==> src/rtl/uart_tx_fifo.sv <==
// uart_tx_fifo: byte FIFO feeding a UART transmitter.
// Bytes written on wdata/wr are queued in a circular buffer. A three-state
// drain FSM hands them one at a time to the transmitter through a registered
// tx_data/tx_write strobe. After each strobe it waits for tx_ready to fall
// and then rise again before it sends the next byte.
module uart_tx_fifo #(
   parameter int DEPTH_LOG2 = 4
) (
   input  logic                  clk,
   input  logic                  reset,
   input  logic [7:0]            wdata,
   input  logic                  wr,
   output logic                  full,
   output logic [DEPTH_LOG2:0]   count,
   output logic                  overflow,
   input  logic                  clear_overflow,
   output logic [7:0]            tx_data,
   output logic                  tx_write,
   input  logic                  tx_ready
);

   localparam int DEPTH = 1 << DEPTH_LOG2;
   localparam logic [DEPTH_LOG2:0] DEPTH_CNT = (DEPTH_LOG2+1)'(DEPTH);

   typedef enum logic [1:0] {
      IDLE,
      WAIT_LOW,
      WAIT_HIGH
   } state_t;

   state_t                  state;
   logic [7:0]              mem [DEPTH];
   logic [DEPTH_LOG2-1:0]   wr_ptr;
   logic [DEPTH_LOG2-1:0]   rd_ptr;
   logic                    accept;
   logic                    pop;
   logic [DEPTH_LOG2:0]     count_next;

   // Accept and pop decisions. full is the registered flag, so a write that
   // arrives while full is refused even if a pop frees a slot in that cycle.
   always_comb begin
      accept = wr && !full;
      pop    = (state == IDLE) && (count != '0) && tx_ready;
   end

   // Next occupancy. A simultaneous accept and pop leaves the count unchanged.
   always_comb begin
      count_next = count;
      case ({accept, pop})
         2'b10:   count_next = count + (DEPTH_LOG2+1)'(1);
         2'b01:   count_next = count - (DEPTH_LOG2+1)'(1);
         default: count_next = count;
      endcase
   end

   // Storage array. It needs no reset because count decides which entries are valid.
   always_ff @(posedge clk) begin
      if (reset && accept) begin
         mem[wr_ptr] <= wdata;
      end
   end

   // Pointers, occupancy, full flag and the sticky overflow flag.
   always_ff @(posedge clk) begin
      if (!reset) begin
         wr_ptr   <= '0;
         rd_ptr   <= '0;
         count    <= '0;
         full     <= 1'b0;
         overflow <= 1'b0;
      end else begin
         if (accept) begin
            wr_ptr <= wr_ptr + DEPTH_LOG2'(1);
         end
         if (pop) begin
            rd_ptr <= rd_ptr + DEPTH_LOG2'(1);
         end
         count <= count_next;
         full  <= (count_next == DEPTH_CNT);
         if (wr && full) begin
            overflow <= 1'b1;
         end else if (clear_overflow) begin
            overflow <= 1'b0;
         end
      end
   end

   // Drain FSM. It issues one byte, then waits for the transmitter to go busy
   // and idle again before it sends the next one.
   always_ff @(posedge clk) begin
      if (!reset) begin
         state    <= IDLE;
         tx_write <= 1'b0;
         tx_data  <= 8'h00;
      end else begin
         tx_write <= 1'b0;
         case (state)
            IDLE: begin
               if (pop) begin
                  tx_data  <= mem[rd_ptr];
                  tx_write <= 1'b1;
                  state    <= WAIT_LOW;
               end
            end
            WAIT_LOW: begin
               if (!tx_ready) begin
                  state <= WAIT_HIGH;
               end
            end
            WAIT_HIGH: begin
               if (tx_ready) begin
                  state <= IDLE;
               end
            end
            default: begin
               state <= IDLE;
            end
         endcase
      end
   end

endmodule

==> config.mk <==
export PLATFORM = sky130hd
export DESIGN_NAME = uart_tx_fifo
export DESIGN_NICKNAME = d
export VERILOG_FILES = /design/src/rtl/uart_tx_fifo.sv
export SDC_FILE = /design/constraint.sdc
export NUM_CORES = 1
export LEC_CHECK = 0
export BUFFER_PORTS_ARGS = -buffer_cell sky130_fd_sc_hd__buf_2
export CAP_MARGIN = 20
export CORE_ASPECT_RATIO = 0.9
export CORE_MARGIN = 2
export CORE_UTILIZATION = 60
export CTS_CLUSTER_DIAMETER = 150
export CTS_CLUSTER_SIZE = 30
export DETAILED_ROUTE_END_ITERATION = 16
export GPL_ROUTABILITY_DRIVEN = 0
export HOLD_SLACK_MARGIN = 0.1
export PLACE_DENSITY = 0.78
export SETUP_SLACK_MARGIN = 0.5
export SLEW_MARGIN = 20
export SYNTH_ARGS = -nofsm -noshare
export SYNTH_HDL_FRONTEND = slang
export SYNTH_SLANG_ARGS = --single-unit
export TNS_END_PERCENT = 1
==> constraint.sdc <==
create_clock -name clk -period 4.3 [get_ports clk]
set_input_delay 0.645 -clock clk [delete_from_list [all_inputs] [get_ports clk]]
set_output_delay 0.645 -clock clk [all_outputs]
set_load 0.02 [all_outputs]
== Word-level counts from Yosys, hierarchy flattened ==
Memory sizes are Yosys's and may differ from the RTL's. A register that Yosys moved wholly into a read port is not among the register bits.
Cells that the tools add are included.

* Div/mod/pow operators: 0
* Eq/ne operators: 8
* Add/sub/neg operators: 4
* Mux-type cells: 10
* Shift-type cells: 0
* Bitwise gates (word level): 0
* Multiply operators: 0
* $lt $le $gt $ge: 0
* Reduce and logical (&&, ||, !) cells: 13

{| class="wikitable"
|+ Operators by type and width
! cell !! count
|-
| 5-bit case mux with 2 select lines || 1
|-
| 4-bit by 1-bit adder with 4-bit output, second input constant || 2
|-
| 2-bit two-way mux || 3
|-
| 2-bit != test, second input constant || 3
|-
| 2-bit case mux with 3 select lines || 1
|-
| 5-bit by 1-bit adder with 5-bit output, second input constant || 1
|-
| 5-bit equality test, second input constant || 1
|-
| 1-bit logical AND || 5
|-
| 1-bit two-way mux || 5
|-
| 5-bit nonzero test || 1
|-
| 5-bit by 1-bit subtractor with 5-bit output, second input constant || 1
|-
| 2-bit by 1-bit equality test with 1-bit output, second input constant || 2
|-
| 2-bit equality test, second input constant || 2
|-
| 2-bit AND reduction || 2
|-
| 3-bit AND reduction || 1
|-
| 1-bit logical NOT || 2
|-
| 2-bit logical NOT || 1
|-
| 2-bit nonzero test || 1
|}

* Output and inout port bits: 16
* Memories: 1
* Memory bits (writable): 128
* Register bits: 18
* Latch bits: 0
* Memory bits (read-only): 0

{| class="wikitable"
|+ Memories
! name !! depth !! bits a word !! read ports !! clocked after memory_dff !! write ports !! line !! RTL
|-
| mem || 16 || 8 || 1 || 1 || 1 || 32 || <nowiki>logic [7:0] mem [DEPTH];</nowiki>
|}

== Longest topological paths before layout ==
* Depth after elaboration: 6
* Depth in mapped cells: 13
* Gate-level depth less buffers: 11

== Least setup slack after synthesis ==
No wires, ideal clock.

* Path kind: register to register
* Start point: register count[3]
* End point: register full
* Path slack: 1240 ps
* Arrival: 2944 ps
* Data required time: 4184 ps
* Buffers on the path: 3
* Cell stages (with the launch flop): 14
* Library setup time: 116 ps
* Cells stage by stage: dfxtp_1 -> buf_6 -> or3_4 -> or3_2 -> and2_1 -> buf_2 -> buf_6 -> ha_1 -> a21o_1 -> a32o_1 -> a221oi_2 -> a211oi_2 -> mux2i_1 -> and4_1

* Word-level cells in the longest chain between the ends: 6

{| class="wikitable"
|+ Ends and longest elaborated chain
! item !! line !! RTL
|-
| start: declaration || 14 || <nowiki>output logic [DEPTH_LOG2:0] count,</nowiki>
|-
| start signal: assignment || 78 || <nowiki>count <= count_next;</nowiki>
|-
| branches (longest 4 deep; another with 5-bit by 1-bit subtractor with 5-bit output) || - ||
|-
| 5-bit case mux with 2 select lines * || 49 || <nowiki>case ({accept, pop})</nowiki>
|-
| 5-bit equality test * || 79 || <nowiki>full <= (count_next == DEPTH_CNT);</nowiki>
|-
| end signal: assignment || 79 ||
|-
| end: declaration || 13 || <nowiki>output logic full,</nowiki>
|}

Mark *: on every way between the ends.
A chain may end at the register's enable or synchronous reset.

== Worst setup path after layout ==
* Start point: register count[2]
* End point: register full

Same word-level chain as after synthesis.

==> out/summary.txt <==
Slew @ Worst Pin = 975 ps
Antenna diodes = 0
Final period util = 72.5%
Die Ht = 99.7 um
FF/Latch Area = 4370 sq um
CP Class = register to register
post-layout util = 70.1%
Layout Area Growth over Synthesis = 12.4%
Highest Clock Rate = 321 MHz
mapped cell area = 6110 sq um
Congestion Overflow GR = 0
Finished Cell Area = 6860 sq um
Post-Synth XOR/XNOR Area = 1.29%
post-synth cell types = 44
RSZ-0062 raised after global routing = no
peak supply drop = 0.000451 V
Pint = 2.92 mW
CP max FO = 14
Critical Path AT = 3410 ps
antenna violations before repair = 0
R2R Setup Slk = 1180 ps
Hold Fails Final Rpt = 0
Multi-input gate area = 1610 sq um
Fill cells = 612
adder-cell share of the synthesized area = 1.43%
largest net degree at the start of global routing = 31
Die Width = 110 um
worst r2r src = count[2]
final setup skew = 5.94 ps
flops & latches, synth = 154
final-report setup violation count = 0
Resize count post-CTS = 0
register area share after synthesis = 71.4%
Static Leakage = 2.30 nW
Switch Pwr = 1.04 mW
leading area contributor after synthesis = edfxtp_1
# DRC = 0
dpl cell area = 6320 sq um
TritonCTS Buffers = 17
Critical Path End = full
crit end category = register
share of the synthesized area in the top cell type = 62.9%
via count = 3227
PD cells = 578 nW/um^2
combinational power share = 19.1%
Max Slew Vio Count = 0
maxcap violations = 0
clk_lat worst skew = 410 ps
drt first-iter violations = 400
Clock Path Buffers = 2
hold_buf cts = 0
die footprint = 11000 sq um
clock slew at reported path FFs = 60 ps
count leader, synth = edfxtp_1
Pre-antenna DRT Iters = 5
Mean Syn Cell Area = 17.6 sq um
largest family of logic cells by synthesized area = multiplexers
syn nets = 367
status = complete, no violations
first-pass GRT wire length = 17.9 mm
Sw Ratio = 26.3%
Final min period = 3120 ps
Core ar. = 9780 sq um
DP Wirelength = 7.27 mm
Wirelength per Cell = 22.9 um
relative slew slack = 35.0%
# rows = 34
Setup crit start kind = register
Vias/cell = 6.25
post-synthesis compound-gate area fraction = 5.31%
EDFF count, synth = 128
Post CTS Setup Buffer Count = 0
share of layout cells above drive strength 1 = 25.6%
total wire length = 11.8 mm
simple-gate share of the synthesized area = 5.88%
# H-tree levels = 4
Reg power frac = 46.3%
Post-synth top cells = edfxtp_1 (128), mux4_2 (32), nor2_1 (31)
Hold Path Class = input port to register
nets = 399
gr usage total = 23.6%
CTS tree = yes
FF-to-FF End = full
Port-buffer cells = 28
IO Count = 29
Synth area leaders = edfxtp_1 (63%), mux4_2 (12%), dfxtp_1 (8.5%)
Reg2Reg Depth = 10
Syn. warnings = 0
Gate Count Post-Synth = 347
Req. time, crit path = 4600 ps
Async SR Flop Fraction = 0%
multiplexer share of the synthesized area = 12.5%
Final ANT Viol Nets = 0
CP Launch Point = count[2]
CTS Root Cell = clkbuf_16
Setup TNS Final = 0 ps
clock network power share = 34.6%
top_reg_cell synth = edfxtp_1
vias in the first global route = 3079
initial core utilization = 62.4%
Clock Sinks = 154
-- power groups by stage --
| stage | Sequential [mW] | Clock [mW] | Combinational [mW] |
|---|---|---|---|
| floorplan | 1.81 | 0 | 0.631 |
| global placement | 1.87 | 0 | 0.734 |
| detailed placement | 1.87 | 0 | 0.748 |
| CTS | 1.84 | 1.39 | 0.758 |
| global route | 1.86 | 1.45 | 0.817 |
| finish | 1.84 | 1.37 | 0.758 |
-- area by class of cell --
| type | count | area share (%) |
|---|---|---|
| Tap cell | 126 | 2.30 |
| Inverter | 7 | 0.383 |
| Timing Repair Buffer | 31 | 2.37 |
| Clock inverter | 11 | 1.55 |
| Sequential cell | 154 | 63.6 |
| Clock buffer | 19 | 6.31 |
| Multi-Input combinational cell | 168 | 23.5 |
-- metrics by stage --
step                total power [mW]  worst slack [ps]  cells  hold slack (ps)
global route                    4.13              1020    516              419
detailed placement              2.62              1010    486              459
CTS                             3.99              1200    516              403
finish                          3.96              1180    516              428
global placement                2.61              1140    486              452
floorplan                       2.44              1240    347              445
-- state kept, by name, summed over array words and instances (netlist names) --
name	cells
count	5
overflow	1
tx_write	1
full	1
wr_ptr	4
mem	128
state	2
rd_ptr	4
tx_data	8
-- critical path, cell delays in order (launching register included) --
cell	delay, ps
dfxtp_1	390
or3_4	430
or3_2	440
and2_1	320
ha_1	360
a21o_1	210
a32o_1	210
a221oi_2	240
a211oi_2	80
mux2i_1	130
and4_1	200
-- cells in the final DEF, fill, tap and decap left out, drive strengths merged, types with 3 or more instances in the layout --
cell type | netlist | final
xor2 | 5 | 5
a22o | 9 | 9
a21oi | 4 | 4
a221oi | 9 | 9
edfxtp | 128 | 128
or3 | 3 | 3
o22ai | 9 | 9
nand2 | 25 | 25
dfxtp | 26 | 26
mux2i | 4 | 4
buf | 14 | 31
inv | 7 | 7
clkbuf | 4 | 19
ha | 7 | 7
nor2 | 31 | 31
clkinv | 0 | 8
mux4 | 32 | 32
xnor2 | 4 | 4
nor2b | 4 | 4
-- kinds of logic (layout without fill, tap and decap cells) --
family,Yosys count,count (layout)
flip-flops,154,154
AND/OR/NAND/NOR,77,77
AO/OA/AOI/OAI,39,39
multiplexers,36,36
buffers and inverters,25,68
XOR/XNOR,9,9
adder cells (fa/ha/maj),7,7
-- layer usage --
metal | GRT usage, % | up-vias | share of wire [%]
li1 | - | 1437 | -
met2 | 34.5 | 146 | 48
met3 | 6.36 | 15 | 6.5
met1 | 34.8 | 1629 | 44
met5 | 0 | - | 0
met4 | 8.17 | 0 | 1.4
-- worst min path at each step --
stage	depth (start not counted)	slack (ps)	start	end
after detailed placement	2	460	tx_data[0]	tx_data[0]
after global routing	2	420	tx_ready	state[1]
final	2	430	tx_ready	state[1]
after floorplan	1	440	state[1]	state[0]
after global placement	2	450	overflow	overflow
after CTS	2	400	tx_ready	state[1]
No activity file was read; power rests on OpenSTA's default activity.
